==> config.mk <==
export PLATFORM = sky130hd
export DESIGN_NAME = tm1638_key_reader_flat
export DESIGN_NICKNAME = d
export VERILOG_FILES = /design/src/rtl/tm1638_pkg.sv /design/src/rtl/tm1638_key_reader_if.sv /design/src/rtl/spi_phase_timer.sv /design/src/rtl/tm1638_key_reader.sv /design/src/flat_wrapper.sv
export SDC_FILE = /design/constraint.sdc
export NUM_CORES = 1
export LEC_CHECK = 0
export CAP_MARGIN = 30
export CORE_ASPECT_RATIO = 0.7
export CORE_UTILIZATION = 55
export DETAILED_ROUTE_END_ITERATION = 16
export DONT_BUFFER_PORTS = 1
export GPL_ROUTABILITY_DRIVEN = 1
export HOLD_SLACK_MARGIN = 0.05
export PLACE_DENSITY = 0.79
export SLEW_MARGIN = 30
export SYNTH_ARGS = -nofsm -noshare
export SYNTH_HDL_FRONTEND = slang
export SYNTH_SLANG_ARGS = --single-unit
==> constraint.sdc <==
create_clock -name i_Clk -period 2.8 [get_ports i_Clk]
set_input_delay 0.7 -clock i_Clk [delete_from_list [all_inputs] [get_ports i_Clk]]
set_output_delay 0.7 -clock i_Clk [all_outputs]
set_load 0.01 [all_outputs]
==> src/rtl/tm1638_pkg.sv <==
// Shared TM1638 definitions: controller state encoding and protocol constants.
package tm1638_pkg;

  // Read-engine states; 4-bit encoding is also exposed on the diagnostic port.
  typedef enum logic [3:0] {
    StIdle       = 4'd0,
    StLoad       = 4'd1,
    StCmdLow     = 4'd2,
    StCmdHigh    = 4'd3,
    StTurnaround = 4'd4,
    StRxLow      = 4'd5,
    StRxHigh     = 4'd6,
    StPause      = 4'd7
  } tm1638_state_e;

  localparam logic [7:0]  TM1638_CMD_READ_KEYS = 8'h42;
  localparam int unsigned TM1638_KEY_BITS      = 32;

endpackage

==> src/rtl/tm1638_key_reader_if.sv <==
// Request/response and SPI pin bundle of the TM1638 key reader.
// slave: the reader block. master: the controller that owns it.
interface tm1638_key_reader_if;
  import tm1638_pkg::*;

  logic                       i_Start;
  logic                       o_Busy;
  logic [TM1638_KEY_BITS-1:0] o_Data;
  logic                       o_Data_Valid;
  logic                       o_SPI_Stb;
  logic                       o_SPI_Clk;
  logic                       o_SPI_Dio;
  logic                       o_SPI_Dio_Oe;
  logic                       i_SPI_Dio;

  modport slave (
    input  i_Start, i_SPI_Dio,
    output o_Busy, o_Data, o_Data_Valid, o_SPI_Stb, o_SPI_Clk, o_SPI_Dio, o_SPI_Dio_Oe
  );

  modport master (
    output i_Start, i_SPI_Dio,
    input  o_Busy, o_Data, o_Data_Valid, o_SPI_Stb, o_SPI_Clk, o_SPI_Dio, o_SPI_Dio_Oe
  );

endinterface

==> src/rtl/spi_phase_timer.sv <==
// Loadable down-counter; o_Done is high while the count sits at zero.
// Loading N gives N+1 cycles before the next terminal count.
module spi_phase_timer #(
  parameter int unsigned WIDTH = 16
) (
  input  logic             i_Clk,
  input  logic             i_Rst,
  input  logic             i_Load,
  input  logic [WIDTH-1:0] i_Value,
  output logic             o_Done
);

  logic [WIDTH-1:0] count_q;

  assign o_Done = (count_q == '0);

  // Load has priority; otherwise count down and park at zero.
  always_ff @(posedge i_Clk) begin
    if (i_Rst) begin
      count_q <= '0;
    end else if (i_Load) begin
      count_q <= i_Value;
    end else if (!o_Done) begin
      count_q <= count_q - WIDTH'(1);
    end
  end

endmodule

==> src/rtl/tm1638_key_reader.sv <==
// TM1638 key-scan reader: sends command 0x42, releases DIO, clocks in 32 key bits LSB first.
// Optional diagnostic ports are enabled with TM1638_KEY_READER_DIAG_EN.
module tm1638_key_reader
  import tm1638_pkg::*;
#(
  parameter int unsigned CYCLES      = 1,
  parameter int unsigned WAIT_CYCLES = 25
) (
  input logic                i_Clk,
  input logic                i_Rst,
  tm1638_key_reader_if.slave bus
`ifdef TM1638_KEY_READER_DIAG_EN
  ,
  output logic [3:0]                 o_Diag_State,
  output logic [4:0]                 o_Diag_Bit,
  output logic [TM1638_KEY_BITS-1:0] o_Diag_Shift
`endif
);

  if (CYCLES < 1) begin : g_bad_cycles
    $error("CYCLES must be at least 1");
  end
  if (WAIT_CYCLES < 1) begin : g_bad_wait
    $error("WAIT_CYCLES must be at least 1");
  end

  localparam logic [15:0] PhaseLoad = 16'(CYCLES);
  localparam logic [15:0] WaitLoad  = 16'(WAIT_CYCLES - 1);

  tm1638_state_e              state_q, state_d;
  logic [4:0]                 bit_q, bit_d;
  logic [TM1638_KEY_BITS-1:0] shift_q, shift_d;
  logic [TM1638_KEY_BITS-1:0] data_q, data_d;
  logic                       valid_q, valid_d;
  logic                       dio_meta_q, dio_sync_q;
  logic                       tmr_load, tmr_done;
  logic [15:0]                tmr_value;
  logic                       stb, sclk, dio, oe;

  spi_phase_timer #(
    .WIDTH (16)
  ) u_phase_timer (
    .i_Clk   (i_Clk),
    .i_Rst   (i_Rst),
    .i_Load  (tmr_load),
    .i_Value (tmr_value),
    .o_Done  (tmr_done)
  );

  // Two-flop synchronizer for the asynchronous DIO pin.
  always_ff @(posedge i_Clk) begin
    if (i_Rst) begin
      dio_meta_q <= 1'b0;
      dio_sync_q <= 1'b0;
    end else begin
      dio_meta_q <= bus.i_SPI_Dio;
      dio_sync_q <= dio_meta_q;
    end
  end

  // State, bit index, shift register and result registers.
  always_ff @(posedge i_Clk) begin
    if (i_Rst) begin
      state_q <= StIdle;
      bit_q   <= '0;
      shift_q <= '0;
      data_q  <= '0;
      valid_q <= 1'b0;
    end else begin
      state_q <= state_d;
      bit_q   <= bit_d;
      shift_q <= shift_d;
      data_q  <= data_d;
      valid_q <= valid_d;
    end
  end

  // Next-state, phase timer reload and pin decode.
  always_comb begin
    state_d   = state_q;
    bit_d     = bit_q;
    shift_d   = shift_q;
    data_d    = data_q;
    valid_d   = 1'b0;
    tmr_load  = 1'b0;
    tmr_value = PhaseLoad;
    stb       = 1'b1;
    sclk      = 1'b1;
    dio       = 1'b0;
    oe        = 1'b0;

    case (state_q)
      StIdle: begin
        if (bus.i_Start) begin
          state_d   = StLoad;
          tmr_load  = 1'b1;
          tmr_value = '0;
        end
      end
      StLoad: begin
        bit_d    = '0;
        shift_d  = '0;
        state_d  = StCmdLow;
        tmr_load = 1'b1;
      end
      StCmdLow: begin
        stb  = 1'b0;
        sclk = 1'b0;
        oe   = 1'b1;
        dio  = TM1638_CMD_READ_KEYS[bit_q[2:0]];
        if (tmr_done) begin
          state_d  = StCmdHigh;
          tmr_load = 1'b1;
        end
      end
      StCmdHigh: begin
        stb = 1'b0;
        oe  = 1'b1;
        dio = TM1638_CMD_READ_KEYS[bit_q[2:0]];
        if (tmr_done) begin
          tmr_load = 1'b1;
          if (bit_q == 5'd7) begin
            bit_d     = '0;
            state_d   = StTurnaround;
            tmr_value = WaitLoad;
          end else begin
            bit_d   = bit_q + 5'd1;
            state_d = StCmdLow;
          end
        end
      end
      StTurnaround: begin
        stb = 1'b0;
        if (tmr_done) begin
          state_d  = StRxLow;
          tmr_load = 1'b1;
        end
      end
      StRxLow: begin
        stb  = 1'b0;
        sclk = 1'b0;
        if (tmr_done) begin
          state_d  = StRxHigh;
          tmr_load = 1'b1;
        end
      end
      StRxHigh: begin
        stb = 1'b0;
        if (tmr_done) begin
          // Sample late in the high phase so the synchronizer has caught up.
          shift_d[bit_q] = dio_sync_q;
          bit_d          = bit_q + 5'd1;
          tmr_load       = 1'b1;
          state_d        = (bit_q == 5'd31) ? StPause : StRxLow;
        end
      end
      StPause: begin
        if (tmr_done) begin
          data_d  = shift_q;
          valid_d = 1'b1;
          state_d = StIdle;
        end
      end
      default: state_d = StIdle;
    endcase
  end

  assign bus.o_Busy       = (state_q != StIdle);
  assign bus.o_Data       = data_q;
  assign bus.o_Data_Valid = valid_q;
  assign bus.o_SPI_Stb    = stb;
  assign bus.o_SPI_Clk    = sclk;
  assign bus.o_SPI_Dio    = dio;
  assign bus.o_SPI_Dio_Oe = oe;

`ifdef TM1638_KEY_READER_DIAG_EN
  assign o_Diag_State = state_q;
  assign o_Diag_Bit   = bit_q;
  assign o_Diag_Shift = shift_q;
`endif

endmodule
==> src/flat_wrapper.sv <==
// flat-port wrapper written by rule: the top's interface ports become plain ports
module tm1638_key_reader_flat import tm1638_pkg::*;
#(
  parameter int unsigned CYCLES      = 1,
  parameter int unsigned WAIT_CYCLES = 25
)
  (i_Clk, i_Rst, bus_i_Start, bus_i_SPI_Dio, bus_o_Busy, bus_o_Data, bus_o_Data_Valid, bus_o_SPI_Stb, bus_o_SPI_Clk, bus_o_SPI_Dio, bus_o_SPI_Dio_Oe);
  tm1638_key_reader_if bus_i ();
  input logic i_Clk;
  input logic i_Rst;
  input wire logic [$bits(bus_i.i_Start)-1:0] bus_i_Start;
  input wire logic [$bits(bus_i.i_SPI_Dio)-1:0] bus_i_SPI_Dio;
  output wire logic [$bits(bus_i.o_Busy)-1:0] bus_o_Busy;
  output wire logic [$bits(bus_i.o_Data)-1:0] bus_o_Data;
  output wire logic [$bits(bus_i.o_Data_Valid)-1:0] bus_o_Data_Valid;
  output wire logic [$bits(bus_i.o_SPI_Stb)-1:0] bus_o_SPI_Stb;
  output wire logic [$bits(bus_i.o_SPI_Clk)-1:0] bus_o_SPI_Clk;
  output wire logic [$bits(bus_i.o_SPI_Dio)-1:0] bus_o_SPI_Dio;
  output wire logic [$bits(bus_i.o_SPI_Dio_Oe)-1:0] bus_o_SPI_Dio_Oe;
  assign bus_i.i_Start = bus_i_Start;
  assign bus_i.i_SPI_Dio = bus_i_SPI_Dio;
  assign bus_o_Busy = bus_i.o_Busy;
  assign bus_o_Data = bus_i.o_Data;
  assign bus_o_Data_Valid = bus_i.o_Data_Valid;
  assign bus_o_SPI_Stb = bus_i.o_SPI_Stb;
  assign bus_o_SPI_Clk = bus_i.o_SPI_Clk;
  assign bus_o_SPI_Dio = bus_i.o_SPI_Dio;
  assign bus_o_SPI_Dio_Oe = bus_i.o_SPI_Dio_Oe;
  tm1638_key_reader #(.CYCLES(CYCLES), .WAIT_CYCLES(WAIT_CYCLES)) u_core (.i_Clk(i_Clk), .i_Rst(i_Rst), .bus(bus_i));
endmodule
==> flow_summary.json <==
{
  "die_footprint_sq_mm": 0.00809,
  "postCtsHoldBufs": 0,
  "timing.slew.headroom_pct": 44.8,
  "internal_power_mw": 2.55,
  "postSynthRegisterBits": 92,
  "worst_r2r_path_cells": 8,
  "filler_cell_count": 646,
  "top_level_ports": 42,
  "synth-compound-area-share_pct": 22.7,
  "synthSimpleGateAreaFrac_pct": 24.1,
  "power_per_unit_of_standard_cell_area_mw_per_mm2": 992,
  "avgRoutedWirePerCell_microns": 15.9,
  "critical_path.endpoint": "u_core.u_phase_timer.count_q[1]",
  "r2r-end": "u_core.u_phase_timer.count_q[1]",
  "finish.utilization_pct": 60.7,
  "drt_drc_violations_left": 0,
  "initial_utilization_pct": 57.5,
  "placed_cell_area_sq_mm": 0.00429,
  "die_boundary_width_microns": 107,
  "cts.root.buffer_cell": "clkbuf_8",
  "core-area_sq_mm": 0.00738,
  "tritoncts": "done",
  "total_leakage_power_nw": 1.54,
  "drtIter0Drc": 319,
  "layout_common_cells": "nand2_1 (109), a21oi_1 (107), dfxtp_1 (92), nor2_1 (26), o21ai_0 (23)",
  "hold_viol_final": 0,
  "synthTopCellsByArea": "dfxtp_1 (43%), a21oi_1 (13%), nand2_1 (9.6%)",
  "final-setup-viol-count": 0,
  "skew_ps": 8.00,
  "fmax_ghz": 0.412,
  "drt.antenna.violating_nets": 0,
  "num-nets-final": 533,
  "combinational_family_with_the_most_area_after_synthesis": "simple AND/OR/NAND/NOR gates",
  "antennaDiodeCount": 0,
  "global_route_wire_length_before_repair_mm": 16.1,
  "p_total_mw": 4.45,
  "cts-root-to-sink-buffers": 2,
  "ff2ff_setup_slack_ps": 380,
  "fin_hold_ws_ps": 397,
  "drt_first_pass_iters": 4,
  "first_global_vias": 3276,
  "hpwl_after_detailed_placement_mm": 6.50,
  "final_layout_size_suffix_gt1_share_pct": 7.01,
  "crit_buf_inv": 2,
  "post_cts.resized_instances": 0,
  "crit_required_ps": 3030,
  "later_pin_clock_latency_in_the_skew_report_ps": 370,
  "run_status": "finished, final reports clean",
  "yosys_warnings": 0,
  "cts_setup_buffers": 0,
  "netlist.area_leader.share_pct": 43.3,
  "critical_path_peak_fanout": 15,
  "grt_use_total_pct": 25.8,
  "post_synth.cell_area_avg_sq_um": 7.85,
  "number_of_distinct_library_cell_variants_in_the_gate_level_netlist_after_synthesis": 50,
  "postSynthCellCount": 541,
  "grt_remaining_overflow": 0,
  "htree_levels": 3,
  "regToRegStartpoint": "u_core.u_phase_timer.count_q[0]",
  "clockPowerShare_pct": 20.0,
  "timing.max_cap.violations": 0,
  "routed-via-count": 3727,
  "vdd_drop_max_v": 0.000670,
  "synth-seq-area-share_pct": 43.3,
  "net-switching-power_mw": 1.90,
  "setup-tns-final_ps": 0,
  "place_congestion": 0.863,
  "clock_sink_count": 92,
  "routed_wirelength_mm": 9.94,
  "arrival_ps": 2650,
  "p_seq_share_pct": 36.0,
  "combined_area_of_all_synthesized_cells_sq_mm": 0.00425,
  "grt_setup_unrepaired": "false",
  "drv_slew": 0,
  "cts-buffers-inserted": 9,
  "crit_path_end_kind": "flop",
  "post-route-min-period_ps": 2420,
  "synth-xor-area-share_pct": 2.27,
  "slowest_delay_ps": 410,
  "placement.io_buffers": 0,
  "setup.worst_path.start": "u_core.u_phase_timer.count_q[0]",
  "worst_path_dominant_cell_family": "compound AO/OA/AOI/OAI gates",
  "crit_chain": "inv_1 > ha_1 > nor2b_1 > nand4_4 > buf_4 > o22ai_1 > a21o_1 > a211oi_1",
  "most_common_cell_after_layout_fill_and_taps_aside": "nand2_1",
  "cts.clk_slew.worst_paths_ps": 90,
  "die_y_microns": 75.5,
  "worstHoldPathType": "input port to flop",
  "slew_at_the_pin_closest_to_its_max_slew_limit_ps": 822,
  "cpMaxStageDelayCell": "a21o_1",
  "viasPerCell": 5.95,
  "postSynthNetCount": 551,
  "area_growth_pct": 5.51,
  "post_synth_mux_area_share_pct": 0.236,
  "setup.worst_path.start_class": "flop",
  "crit_type": "flop to flop",
  "row_count": 26,
  "synth.largest_area_cell": "dfxtp_1",
  "power.switching_fraction_pct": 42.7,
  "final_cell_area_sq_mm": 0.00448,
  "arithmetic_cell_share_of_the_synthesized_area_counting_full_adders_half_adders_and_majority_gates_pct": 1.77,
  "comb_power_share_pct": 44.1,
  "grt_antenna_before_repair": 0,
  "path_depth": 8,
  "grt_start_max_net_pins": 81,
  "post-route-period-util_pct": 86.6
}
[registers in the layout, indices dropped and copies added (netlist names), named ones only]
name,count
u_core.bus.o_Data_Valid,1
u_core.state_q,3
u_core.bus.o_Data,32
u_core.bit_q,5
u_core.dio_sync_q,1
u_core.u_phase_timer.count_q,16
u_core.dio_meta_q,1
u_core.shift_q,32
[how the worst min path moves through the flow]
stage | to | start | cells after the start
after floorplan | u_core.dio_sync_q | u_core.dio_meta_q | 1
after global placement | u_core.dio_sync_q | u_core.dio_meta_q | 1
after detailed placement | u_core.dio_sync_q | u_core.dio_meta_q | 1
after CTS | u_core.shift_q[1] | i_Rst | 1
after global routing | u_core.bus.o_Data[15] | i_Rst | 1
final | u_core.state_q[0] | i_Rst | 1
[per-layer routing]
metal	vias to the layer above	global-route usage (%)	share of wire, %
li1	1837	-	-
met1	1746	35.5	48
met2	134	39.3	44
met3	10	7.96	7.2
met4	0	7.46	1.0
met5	-	0	0
[layout make-up]
cell class,count,area [sq um],share of cell area (%)
Multi-Input combinational cell,394,2180,48.6
Sequential cell,92,1840,41.1
Clock buffer,13,149,3.32
Tap cell,98,123,2.74
Timing Repair Buffer,13,97.6,2.18
Inverter,13,48.8,1.09
Clock inverter,3,46.3,1.03
[logic make-up after synthesis]
| family | Yosys count |
|---|---|
| adder cells (fa/ha/maj) | 6 |
| AND/OR/NAND/NOR | 201 |
| flip-flops | 92 |
| AO/OA/AOI/OAI | 175 |
| XOR/XNOR | 11 |
| buffers and inverters | 55 |
| multiplexers | 1 |
[Yosys cell counts (all sizes together)]
cell / number
a22o: 1
a221oi: 1
nor3b: 3
nor2: 26
and2: 3
clkbuf: 25
o21a: 1
nor4: 12
ha: 6
and3b: 3
o21ai: 40
nand4: 2
nand2b: 3
or4: 5
or3: 3
mux2i: 1
nand3: 7
o41ai: 2
nor4bb: 1
and3: 4
xnor2: 2
or2: 1
nand3b: 1
o31a: 3
buf: 17
inv: 13
a211o: 1
a31oi: 1
nor3: 12
o22ai: 1
o2111ai: 1
a2bb2oi: 1
a211oi: 6
a21oi: 107
o211ai: 6
nor2b: 4
and4: 1
a21o: 3
nand2: 109
nor4b: 1
xor2: 9
dfxtp: 92
[power groups by stage]
stage	Clock [mW]	Combinational (mW)	Sequential [mW]
after floorplan	0	1.67	1.57
after global placement	0	1.86	1.61
after detailed placement	0	1.91	1.62
after CTS	0.907	1.93	1.59
after global routing	0.960	2.13	1.62
final	0.887	1.96	1.60
[stage by stage]
| step | cells | setup WS, ps |
|---|---|---|
| 2_1_floorplan | 541 | 736 |
| 3_3_place_gp | 610 | 544 |
| 3_5_place_dp | 610 | 421 |
| 4_1_cts | 626 | 411 |
| 5_1_grt | 626 | 221 |
| 6_report | 626 | 375 |
No activity file was read; power rests on OpenSTA's default activity.
